===== src/rtl/mp3_tag_lookup.sv =====
// mp3_tag_lookup: tag-lookup stage driving the 32x23 tag SRAM, with per-set valid/dirty and hit/victim response
module mp3_tag_lookup #(
  parameter int TAG_WIDTH   = 23,
  parameter int SET_BITS    = 5,
  parameter int OFFSET_BITS = 4
) (
  input  logic                 clk,
  input  logic                 rst_n,
  input  logic                 req_valid,
  output logic                 req_ready,
  input  logic [31:0]          req_addr,
  input  logic                 req_write,
  output logic                 resp_valid,
  input  logic                 resp_ready,
  output logic                 resp_hit,
  output logic [SET_BITS-1:0]  resp_set,
  output logic [TAG_WIDTH-1:0] resp_tag,
  output logic                 resp_dirty,
  input  logic                 fill_valid,
  output logic                 fill_ready,
  input  logic [SET_BITS-1:0]  fill_set,
  input  logic [TAG_WIDTH-1:0] fill_tag,
  input  logic                 fill_dirty,
  output logic                 sram_csb,
  output logic                 sram_web,
  output logic [SET_BITS-1:0]  sram_addr,
  output logic [TAG_WIDTH-1:0] sram_din,
  input  logic [TAG_WIDTH-1:0] sram_dout
);
  typedef enum logic [1:0] {IDLE, LOOKUP, RESP} state_t;
  state_t                 state;
  logic [(1<<SET_BITS)-1:0] valid, dirty;
  logic [TAG_WIDTH-1:0]   tag_q;
  logic [SET_BITS-1:0]    set_q;
  logic                   write_q;
  logic [SET_BITS-1:0]    req_set;
  logic [TAG_WIDTH-1:0]   req_tag;
  logic                   idle, fill_go, req_go, lookup_hit;
  logic                   unused_offset;
  assign req_set       = req_addr[OFFSET_BITS +: SET_BITS];
  assign req_tag       = req_addr[OFFSET_BITS+SET_BITS +: TAG_WIDTH];
  assign unused_offset = ^req_addr[OFFSET_BITS-1:0];
  // Handshake and SRAM controls; the SRAM is only enabled in an accept cycle, fill wins over lookup
  always_comb begin
    idle       = state == IDLE;
    fill_go    = idle && fill_valid;
    req_go     = idle && req_valid && !fill_valid;
    fill_ready = idle;
    req_ready  = idle && !fill_valid;
    sram_csb   = !(fill_go || req_go);
    sram_web   = !fill_go;
    sram_addr  = fill_go ? fill_set : req_set;
    sram_din   = fill_tag;
    lookup_hit = valid[set_q] && (sram_dout == tag_q);
  end
  // Control FSM with registered response and the valid/dirty flops the SRAM cannot reset
  always_ff @(posedge clk or negedge rst_n) begin
    if (!rst_n) begin
      state      <= IDLE;
      valid      <= '0;
      dirty      <= '0;
      tag_q      <= '0;
      set_q      <= '0;
      write_q    <= 1'b0;
      resp_valid <= 1'b0;
      resp_hit   <= 1'b0;
      resp_set   <= '0;
      resp_tag   <= '0;
      resp_dirty <= 1'b0;
    end else begin
      case (state)
        IDLE: begin
          if (fill_valid) begin
            valid[fill_set] <= 1'b1;
            dirty[fill_set] <= fill_dirty;
          end else if (req_valid) begin
            tag_q   <= req_tag;
            set_q   <= req_set;
            write_q <= req_write;
            state   <= LOOKUP;
          end
        end
        LOOKUP: begin
          resp_hit   <= lookup_hit;
          resp_tag   <= sram_dout;
          resp_dirty <= dirty[set_q];
          resp_set   <= set_q;
          resp_valid <= 1'b1;
          if (write_q && lookup_hit) dirty[set_q] <= 1'b1;
          state <= RESP;
        end
        RESP: begin
          if (resp_ready) begin
            resp_valid <= 1'b0;
            state      <= IDLE;
          end
        end
        default: state <= IDLE;
      endcase
    end
  end
endmodule

===== config.mk =====
export PLATFORM = sky130hd
export DESIGN_NAME = mp3_tag_lookup
export DESIGN_NICKNAME = d
export VERILOG_FILES = /design/src/rtl/mp3_tag_lookup.sv
export SDC_FILE = /design/constraint.sdc
export NUM_CORES = 1
export LEC_CHECK = 0
export ABC_AREA = 0
export CELL_PAD_IN_SITES_DETAIL_PLACEMENT = 1
export CELL_PAD_IN_SITES_GLOBAL_PLACEMENT = 1
export CORE_MARGIN = 3
export CORE_UTILIZATION = 38
export DETAILED_ROUTE_END_ITERATION = 16
export GPL_ROUTABILITY_DRIVEN = 0
export PLACE_DENSITY = 0.78
export SLEW_MARGIN = 20
export SYNTH_ARGS = -nofsm -noshare
export SYNTH_HDL_FRONTEND = slang
export SYNTH_SLANG_ARGS = --single-unit

===== constraint.sdc =====
create_clock -name clk -period 2.5 [get_ports clk]
set_input_delay 0.5 -clock clk [delete_from_list [all_inputs] [get_ports clk]]
set_output_delay 0.5 -clock clk [all_outputs]
set_load 0.05 [all_outputs]

Yosys cells after proc, flatten, opt, wreduce, memory -nomap -nowiden --
Cells that the tools add are included.
Word-level totals: flip-flop bits (word level) 126, latch bits 0, bits in writable memories 0, memory bits (read-only) 0, memories 0
Operators by class: add/subtract/negate cells 0, $mul 0, div/mod/pow operators 0, magnitude comparators 4, equal/unequal tests 8, shift operators 0, muxes and demuxes 19, bitwise gates (word level) 3, reduce and logical (&&, ||, !) cells 20
Operator list (number):
- 32-bit two-way mux | 2
- 32-bit bitwise OR | 2
- 32-bit one-hot mux with 2 select lines | 1
- 32-bit bitwise mux | 1
- 23-bit == test | 1
- 5-bit by 6-bit < comparator with 1-bit output (second input constant) | 2
- 1-bit binary-select mux with 5-bit select | 2
- 1-bit demux with 5-bit select | 2
- 5-bit by 1-bit >= comparator with 1-bit output (second input constant) | 2
- 2-bit != test (second input constant) | 5
- 3-bit AND reduction | 3
- 1-bit logical AND | 8
- 2-bit two-way mux | 3
- 2-bit one-hot mux with 3 select lines | 1
- 1-bit two-way mux | 5
- 5-bit two-way mux | 1
- 2-bit AND reduction | 2
- 2-bit nonzero test | 2
- 1-bit logical NOT | 3
- 2-bit by 1-bit == test with 1-bit output (second input constant) | 1
- 2-bit == test (second input constant) | 1
- 2-bit logical NOT | 1
- 1-bit one-hot mux with 2 select lines | 1
- 1-bit logical OR | 1
- 1-bit NOT | 1

Depth between registers and ports, before layout --
Gate-level depths: netlist of the first run.
depth after elaboration 7, gate-level depth with buffers 9, gate-level depth less buffers 6

Worst setup path after synthesis of the first run --
Ideal clock, no wire load.
path kind reg-to-output, from reg state[0], to out sram_addr[3], arrival time 2531 ps, data required time 2000 ps, path slack -531 ps, stages on the path, launching flop included 9, buffers on the path 4, path through dfrtp_1 > buf_2 > nor2_1 > and2_1 > clkbuf_1 > clkbuf_1 > clkbuf_1 > nand2_1 > nand2_1
Between the ends: longest elaborated chain between the ends 3
RTL lines:
- from (decl) | line 31 | state_t state;
- from (signal assigned) | line 59 | state <= IDLE;
- from (signal assigned) | line 80 | state <= LOOKUP;
- from (signal assigned) | line 90 | state <= RESP;
- 2-bit logical NOT | line 45 | idle = state == IDLE;
- named net fill_ready | line 20 | output logic fill_ready,
- 1-bit logical AND | line 46 | fill_go = idle && fill_valid;
- 5-bit two-way mux | line 52 | sram_addr = fill_go ? fill_set : req_set;
- to (decl) | line 26 | output logic [SET_BITS-1:0] sram_addr,
The timed path passes the listed nets, and every way through them passes these cells.

Worst setup path in the final report of the first run --
from reg set_q[4], to reg dirty[3]
Between the ends: longest elaborated chain between the ends 7, elaborated cells on any way between the ends 14
RTL lines:
- from (decl) | line 34 | logic [SET_BITS-1:0] set_q;
- from (signal assigned) | line 78 | set_q <= req_set;
- 5-bit by 6-bit < comparator with 1-bit output (not written as such) or 5-bit by 1-bit >= comparator with 1-bit output (tied branches) | line 89 | if (write_q && lookup_hit) dirty[set_q] <= 1'b1;
- 1-bit logical AND (not written as such) | line 89
- 1-bit two-way mux (not written as such) | line 89
- 1-bit demux with 5-bit select | line 89
- 32-bit bitwise OR (no line)
- 32-bit two-way mux | line 89
- 32-bit one-hot mux with 2 select lines | line 71 | case (state)
- to (signal, indexed assignment) | line 75 | dirty[fill_set] <= fill_dirty;
- to (decl) | line 32 | logic [(1<<SET_BITS)-1:0] valid, dirty;
Parallel ways exist; a longest one is shown, timed or not. The select of a mux whose other input is x is not followed. A chain may end at the register's enable or synchronous reset.

==> flow_summary.ini, run 1 <==
[detailed_routing]
antenna_left = 0
via_count = 5553
drt-total-wl_mm = 22.6
drtIter0Drc = 469
dr.pass1.iters = 5
post_drt_wl_per_cell_um = 23.5
via_per_inst = 5.75
drc_errors = 0

[yosys]
synth_edf_count = 0
syn_area_per_cell_um2 = 10.1
yosys.area.top_type = dfrtp_1
synth_nets = 723
synth.distinct_cells = 46
seq_area_frac_synth_pct = 49.4
postSynthCellCount = 633
synthTopCellsByArea = dfrtp_1 49%, nand2_1 6.9%, mux2_2 5.1%
synthTopCellsByCount = 126 x dfrtp_1, 118 x nand2_1, 51 x a21oi_1, 31 x o22ai_1, 29 x mux2_2
synth_most_common_cell = dfrtp_1
syn-cell-area_mm2 = 0.00638
synth_top_cell_area_share_pct = 49.4
synth_warnings = 0
synth-seq-cells = 126
dominantRegCellSynth = dfrtp_1
synth_async_sr_flop_share_pct = 100

[finish]
num-fill-cells = 1725
finalNonFillerCells = 965
multi_input_area_mm2 = 0.00293
area_growth_pct = 33.1
num-nets-final = 826
drive_gt1_share_pct = 21.8
antenna_cells = 0
seqCellArea_mm2 = 0.00316

[run_status]
status = finished, final reports clean

[clock_network]
clk_pin_slew_ns = 0.06
cts_tree = built
root_buffer = clkbuf_16
worstSkewPairLatency_ns = 0.43
cts.path.max_buffers = 2
hold_buffers = 0
numCtsBuffers = 17
htreeDepth = 4
cts.sinks = 126

[sta]
setup_viol = 0
skew_ns = 0.00684
fmax_mhz = 402
tns_ns = 0
hold_viol_final = 0
maxSlewViolCount = 0
finalCriticalPeriod_ns = 2.49
worst_pin_slew_ns = 0.566
hold_slack_ns = 0.0497
relSlewSlack_pct = 62.1
finalCritPeriodShare_pct = 99.6

[worst_hold_path]
hold_path_class = in2async

[global_routing]
grt_pass1_vias = 5972
gr-usage-all-layers_pct = 24.4
grt_max_degree = 56
grt_first_pass_wirelength_mm = 33.9
overflow = 0
antenna_found_initial = 0

[floorplanning]
die_area_mm2 = 0.0184
die_x_um = 136
core_mm2 = 0.0162
start_util_pct = 39.5
die_y_um = 136
pin_count = 153
rows = 46

[setup_path]
critPathKind = reg2reg
crit_required_ns = 2.84
crit_fanout = 16
cp-start-kind = flop
end_kind = flop
cp.arrival_ns = 2.83
reg2reg_setup_slack_ns = 0.01

[power_and_ir_drop]
powerDensity_mw_per_mm2 = 1070
vdd_drop_max_v = 0.000619
p_leak_uw = 0.00376

[placed_design]
place_inst = 930
port_buffers = 102
hpwl_mm = 14.9

[run]
drv_cap = 0
[layout by cell type (no fill, tap or decap), types with 5 or more instances in the layout]
cell	Yosys	layout
dfrtp_1	126	122
mux2_2	29	29
nand2_1	118	114
o32ai_1	7	7
nand3b_1	7	7
and2_1	9	8
nor2b_1	8	7
buf_4	23	48
mux4_2	8	8
o22ai_1	31	29
nand3_1	5	5
nor2_1	17	16
clkbuf_16	0	19
mux2i_1	16	14
a211oi_1	9	8
clkdlybuf4s50_1	0	92
o21bai_1	9	9
buf_12	0	7
nand2b_1	18	18
o21ai_0	9	9
a21o_1	18	18
a21oi_1	51	51
nor4_1	7	5
or2_2	10	10
xor2_1	23	23
[cells by family (layout without fill, tap and decap cells)]
family | Yosys count | after routing | synth area share, %
compound gates | 146 | 146 | 14.8
xor+xnor | 23 | 23 | 3.15
buf+inv | 69 | 185 | 6.00
flops | 126 | 126 | 49.4
mux | 53 | 53 | 10.4
simple gates | 216 | 216 | 16.3
[per-layer routing]
| metal | share of wire, % | vias to the layer above | routed length, um | track usage (%) |
|---|---|---|---|---|
| met5 | 0 | - | 0 | 1.94 |
| met1 | 39 | 2823 | 8880 | 31.1 |
| met3 | 7.1 | 72 | 1600 | 5.53 |
| met2 | 51 | 255 | 11400 | 40.2 |
| li1 | - | 2403 | - | - |
| met4 | 3.2 | 0 | 724 | 9.63 |
[cell type report]
class / instances / area share [%]
Timing Repair Buffer: 150 / 17.5
Sequential cell: 126 / 37.2
Multi-Input combinational cell: 438 / 34.5
Tap cell: 216 / 3.18
Clock buffer: 22 / 5.70
Clock inverter: 10 / 1.87
Inverter: 3 / 0.133
[path summary, 6_finish.rpt]
path / from / endpoint / depth (start not counted)
max: set_q[4] / dirty[3] / 8
min: rst_n / dirty[26] / 1
max reg2reg: set_q[4] / dirty[3] / 8
min reg2reg: valid[2] / valid[2] / 1
max in group asynchronous: rst_n / valid[24] / 2
min in group clk: valid[2] / valid[2] / 1
[repair_timing]
item / 4_1_cts / 5_1_grt
pin swaps: 0 / 2
gates cloned: 0 / 2
buffers inserted: 0 / 1
endpoints found under the setup margin: 33 / 17
resized for setup: 3 / 13
[stage by stage]
step | power, uW | worst slack [ns] | cell area (um2) | util [%]
after floorplan | 5150 | -0.0696 | 6410 | -
after global placement | 6080 | -0.223 | 7730 | 47.8
after detailed placement | 6240 | -0.396 | 7730 | 47.8
after CTS | 9010 | 0.000714 | 8390 | 51.9
after global routing | 9490 | -0.0611 | 8500 | 52.5
final | 9090 | 0.0103 | 8500 | 52.5
[where the power goes]
group / leakage [uW] / switching (uW) / internal (uW)
clock network: 0.000312 / 925 / 1770
registers: 0.00153 / 463 / 2710
logic: 0.00191 / 1860 / 1360
total: 0.00376 / 3250 / 5840
[critical path: stages (launching register included)]
cell      delay [ns]
dfrtp_1         0.48
or3b_1          0.50
o22ai_1         0.28
o22ai_2         0.16
a311oi_4        0.32
buf_4           0.19
buf_12          0.16
nand2_1         0.08
a22oi_2         0.20
[sequential cells by signal (all words and copies together) (netlist names), 2 cells and up]
name and cells:
state 2, valid 32, dirty 32, resp_set 5, resp_tag 23, set_q 5
tag_q 23
Power figures use the tool's default switching activity.
==> run 2: changes to the inputs <==
--- a/config.mk
+++ b/config.mk
@@ -7,7 +7,8 @@
 export LEC_CHECK = 0
-export ABC_AREA = 0
+export ABC_AREA = 1
 export CELL_PAD_IN_SITES_DETAIL_PLACEMENT = 1
 export CELL_PAD_IN_SITES_GLOBAL_PLACEMENT = 1
+export CORE_ASPECT_RATIO = 0.9
 export CORE_MARGIN = 3
-export CORE_UTILIZATION = 38
+export CORE_UTILIZATION = 36
 export DETAILED_ROUTE_END_ITERATION = 16
--- a/constraint.sdc
+++ b/constraint.sdc
@@ -3,2 +3,2 @@
 set_output_delay 0.5 -clock clk [all_outputs]
-set_load 0.05 [all_outputs]
+set_load 0.1 [all_outputs]
==> run 2 against run 1 <==
  * Sequential share of layout area decreased by 1.3 points
  * Flip-flop and latch count unchanged
  * Combinational power increased by 7.8%
  * Setup slack improved by 0.20 ns
  * Worst hold slack improved by 0.010 ns
  * Core utilization decreased by 3.6 points
  * Routed wire length decreased by 0.41%
  * First-iteration DRC count decreased by 30%
  * Total power decreased by 2.3%
  * Synthesized cell count increased by 45%
  * Clock skew increased by 0.0026 ns
==> flow_summary.ini, run 2 <==
[detailed_routing]
dr.pass1.iters = 5
post_drt_wl_per_cell_um = 17.8
via_per_inst = 5.17
dr.max_layer_used = met4
wl_met1_mm = 10.1
drtIter0Drc = 326
via_count = 6564
antenna_left = 0
drt-total-wl_mm = 22.6
route.met2.wl_mm = 11.2
drc_errors = 0
dr_wl_met3_um = 882

[placed_design]
port_buffers = 102
place_area_mm2 = 0.00816
place_inst = 1238
pre_cts_ws_ns = -0.0874
hpwl_mm = 15.7

[floorplanning]
core_mm2 = 0.0180
rows = 46
pin_count = 153
die_y_um = 136
die_area_mm2 = 0.0204
die_x_um = 150
start_util_pct = 37.5

[finish]
final_common_cell = nand2_1
final_cell_area_mm2 = 0.00879
antenna_cells = 0
drive_gt1_share_pct = 12.9
num-fill-cells = 2260
final_cell_mix = 401 x nand2_1, 125 x dfrtp_1, 68 x o21ai_0, 68 x buf_4, 61 x clkdlybuf4s50_1
finalNonFillerCells = 1270
reg.largest.list = dirty (32), valid (32)
num-nets-final = 1107
area_growth_pct = 30.6

[clock_network]
root_buffer = clkbuf_16
cts.sinks = 126
numCtsBuffers = 17
htreeDepth = 4
hold_buffers = 0
clk_pin_slew_ns = 0.06
worstSkewPairLatency_ns = 0.43
cts_tree = built
cts.path.max_buffers = 2

[yosys]
synth_most_common_cell = nand2_1
syn_area_per_cell_um2 = 7.35
seq_area_frac_synth_pct = 46.9
synth-seq-cells = 126
yosys.area.top_type = dfrtp_1
synthTopCellsByCount = 402 x nand2_1, 126 x dfrtp_1, 74 x o21ai_0, 55 x inv_1, 36 x nand3_1
synth_async_sr_flop_share_pct = 100
synthTopCellsByArea = dfrtp_1 47%, nand2_1 22%, o21ai_0 5.5%
synth_nets = 1006
dominantRegCellSynth = dfrtp_1
synth.distinct_cells = 26
synth_top_cell_area_share_pct = 46.9
syn-cell-area_mm2 = 0.00673
postSynthCellCount = 916
synth_edf_count = 0
synth_warnings = 0

[power_and_ir_drop]
power.total_uw = 8880
powerDensity_mw_per_mm2 = 1010
vdd_drop_max_v = 0.000583
p_leak_uw = 0.00435

[run_status]
status = finished, final reports clean

[setup_path]
path_buf_inv = 1
rr_worst_depth = 16
crit_required_ns = 2.00
critPathKind = reg2out
crit_fanout = 16
cp-start-kind = flop
crit_family = flip-flops
reg2reg_setup_slack_ns = 0.27
cp_slowest_cell = dfrtp_1
rr_endpoint = dirty[31]
end_kind = primary output
cp.arrival_ns = 1.79
crit_path_cell_trace = nor2_4 > nand2_4 > o21ai_2 > buf_12
slowest_delay_ns = 0.47
reg2reg_from = set_q[0]

[sta]
hold_viol_final = 0
finalCritPeriodShare_pct = 91.8
setup_viol = 0
finalCriticalPeriod_ns = 2.29
worst_pin_slew_ns = 0.582
rsz0062_at_grt = no
maxSlewViolCount = 0
fin_ws_ns = 0.206
skew_ns = 0.00946
relSlewSlack_pct = 61.2
fmax_mhz = 436
tns_ns = 0

[global_routing]
antenna_found_initial = 0
gr-usage-all-layers_pct = 22.9
grt_max_degree = 80
grt_pass1_vias = 7014
grt_first_pass_wirelength_mm = 36.5
overflow = 0

[worst_hold_path]
hold_path_class = in2async

[run]
drv_cap = 0
run 2: changes by cell type in the layout (fill, tap and decap cells not counted), moves of 29 or more:
| cell | before | now |
|---|---|---|
| mux2_2 | 29 | 0 |
| nand3_1 | 5 | 36 |
| nand2_1 | 114 | 401 |
| o21ai_0 | 9 | 68 |
| clkdlybuf4s50_1 | 92 | 61 |
| inv_1 | 2 | 55 |
run 2: cells by family (layout without fill, tap and decap cells):
family	after synthesis	in the layout	synth area share [%]
xor gates and xnor gates	3	3	0.391
DFF	126	126	46.9
buffers and inverters	123	237	8.91
AOI/OAI and AO/OA	175	175	15.2
and+or+nand+nor	489	489	28.7
run 2: layout make-up:
type	instances	area, um2	area share (%)
well taps	240	300	3.42
clock inverters	13	190	2.16
flip-flops and latches	126	3150	35.9
repair buffers	145	1430	16.3
inverters	60	226	2.58
clock buffers	19	433	4.92
multi-input cells	667	3050	34.7
run 2: layer usage:
metal  vias to the layer above  global-route usage [%]
li1                       3147                       -
met1                      3260                    29.9
met5                         -                       0
met4                         0                    6.35
met3                        28                    3.91
met2                       129                    39.5
run 2: timing repair:
| action | in CTS | in global routing |
|---|---|---|
| setup buffers | 0 | 0 |
| endpoints found under the setup margin | 0 | 28 |
| gates resized for setup | 0 | 2 |
run 2: metrics by stage:
| stage | hold WS, ns | utilization, % |
|---|---|---|
| floorplan | 0.204 | - |
| global placement | 0.434 | 45.5 |
| detailed placement | 0.444 | 45.5 |
| CTS | 0.0770 | 48.9 |
| global route | 0.103 | 49.0 |
| finish | 0.0601 | 49.0 |
run 2: worst max path at each step:
stage                        end     startpoint  cells past startpoint
floorplan           sram_addr[3]       state[1]                      4
global placement       dirty[31]  sram_dout[18]                     15
detailed placement     dirty[31]  sram_dout[18]                     15
CTS                    dirty[31]       state[0]                     15
global route           dirty[31]       state[0]                     15
finish              sram_addr[3]       state[1]                      4
run 2: power breakdown:
group / internal, uW / total, uW / switching [uW]
registers: 2470 / 2750 / 283
clock network: 1670 / 2660 / 984
logic: 927 / 3470 / 2540
==> run 3: changes to the inputs <==
- clock period: 2.5 -> 2.4 ns (I/O delays scaled with it)
==> run 3 against run 2 <==
  * Combinational power is 5% higher
  * Critical path depth grew 1
  * Critical endpoint unchanged
  * Non-clock buffer count up 4
  * Register-to-register slack worse by 0.06 ns
  * Cell count grew 0.31%
  * Setup slack got worse by 0.077 ns
  * Routed wire length fell by 0.72%
  * Clock power down 3%
  * First-iteration DRC count grew 5.5%
  * Global-route usage shrank 0.16 points
  * Die area stayed put
  * Largest cell class unchanged
  * Sequential power up 4%
==> flow_summary.ini, run 3 (synthesized netlist as in run 2, its figures left out) <==
[run_status]
status = finished, final reports clean

[detailed_routing]
drc_errors = 0
drt-total-wl_mm = 22.4
via_per_inst = 5.13
via_count = 6536
dr.pass1.iters = 4
post_drt_wl_per_cell_um = 17.6
antenna_left = 0
drtIter0Drc = 344

[setup_path]
slowest_delay_ns = 0.39
path_buf_inv = 2
rr_worst_depth = 12
reg2reg_setup_slack_ns = 0.21
crit_required_ns = 1.92
path_depth = 5
end_kind = primary output
cp_slowest_cell = dfrtp_1
critPathKind = reg2out
crit_family = flip-flops
crit_end = sram_addr[3]
timing.critical_path.from = state[1]
cp.arrival_ns = 1.79
rr_endpoint = resp_dirty
crit_path_cell_trace = buf_4 > nor2_4 > nand2_4 > o21ai_2 > buf_12
crit_fanout = 14
reg2reg_from = set_q[0]
cp-start-kind = flop

[power_and_ir_drop]
p_leak_uw = 0.00437
powerDensity_mw_per_mm2 = 1030
vdd_drop_max_v = 0.000472

[global_routing]
grt_max_degree = 68
overflow = 0
antenna_found_initial = 0
grt_pass1_vias = 6800
gr-usage-all-layers_pct = 22.8
grt_first_pass_wirelength_mm = 36.2

[clock_network]
htreeDepth = 4
cts.path.max_buffers = 2
worstSkewPairLatency_ns = 0.42
cts_tree = built
root_buffer = clkbuf_16
cts_setup_buffers = 0
numCtsBuffers = 17
cts.sinks = 126
clk_pin_slew_ns = 0.06

[finish]
finalNonFillerCells = 1274
reg.largest.list = dirty (32), valid (32)
antenna_cells = 0
final_cell_mix = 401 x nand2_1, 125 x dfrtp_1, 71 x buf_4, 68 x o21ai_0, 61 x clkdlybuf4s50_1
num-nets-final = 1111
area_growth_pct = 30.8
final_common_cell = nand2_1
final_cell_area_mm2 = 0.00880
drive_gt1_share_pct = 13.4

[sta]
relSlewSlack_pct = 45.3
fmax_mhz = 440
fin_ws_ns = 0.129
maxSlewViolCount = 0
setup_viol = 0
finalCritPeriodShare_pct = 94.6
hold_slack_ns = 0.0610
finalCriticalPeriod_ns = 2.27
skew_ns = 0.0109
hold_viol_final = 0
worst_pin_slew_ns = 0.819
tns_ns = 0
rsz0062_at_grt = no

[placed_design]
port_buffers = 102
hpwl_mm = 15.6
pre_cts_ws_ns = -0.0785
place_area_mm2 = 0.00821
place_inst = 1242

[floorplanning]
die_area_mm2 = 0.0204
start_util_pct = 37.5
rows = 46
core_mm2 = 0.0180
die_x_um = 150
pin_count = 153
die_y_um = 136

[run]
drv_cap = 0

[worst_hold_path]
hold_path_class = in2async
run 3: cell types whose count changed in the layout (fill, tap and decap cells not counted), moves of 2 or more:
cell,previous run,this run
nor2_2,1,3
clkinv_2,2,5
bufinv_16,4,2
clkbuf_8,0,3
clkinvlp_4,4,2
nor2_1,26,24
buf_4,68,71
run 3: report_power, final:
group | leakage (uW) | internal (uW) | switching, uW
clock | 0.000286 | 1610 | 987
sequential | 0.00159 | 2570 | 287
combinational | 0.00250 | 976 | 2660
total | 0.00437 | 5160 | 3940
run 3: how the worst min path moves through the flow:
stage / slack [ns] / endpoint / from / depth (start not counted)
finish: 0.06 / resp_tag[9] / rst_n / 1
global route: 0.08 / resp_tag[9] / rst_n / 1
CTS: 0.08 / resp_tag[9] / rst_n / 1
detailed placement: 0.45 / valid[8] / valid[8] / 2
global placement: 0.43 / valid[26] / valid[26] / 2
floorplan: 0.18 / dirty[0] / rst_n / 0
run 3: through the flow:
step                utilization [%]  total power [uW]
global placement               45.7              6420
CTS                            49.0              9160
detailed placement             45.7              6490
finish                         49.0              9090
global route                   49.0              9550
floorplan                         -              5520
run 3: layout make-up:
class | count | area, um2
well taps | 240 | 300
multi-input cells | 667 | 3060
clock inverters | 10 | 113
inverters | 60 | 229
clock buffers | 22 | 474
fillers | 2229 | 9150
flip-flops and latches | 126 | 3150
repair buffers | 149 | 1480
run 3: worst reg2reg max path: stages (launching register included):
cell,delay (ns)
dfrtp_1,0.45
buf_4,0.25
inv_4,0.20
nor2_1,0.09
buf_4,0.20
a22oi_1,0.21
nand2_1,0.08
nand2_1,0.07
nand2_1,0.07
a21oi_1,0.14
nand3_1,0.14
o21ai_0,0.11
inv_1,0.06
run 3: per-layer routing:
layer	global-route usage, %	part of all wire, %
met1	30.2	45
met2	38.1	49
met3	4.42	4.2
met4	6.50	1.5
met5	0	0
run 3: timing repair:
| action | 4_1_cts | 5_1_grt |
|---|---|---|
| setup endpoints to repair | 0 | 32 |
| gates resized for setup | 0 | 5 |
| endpoints found under the hold margin | 0 | 0 |
| hold buffers | 0 | 0 |
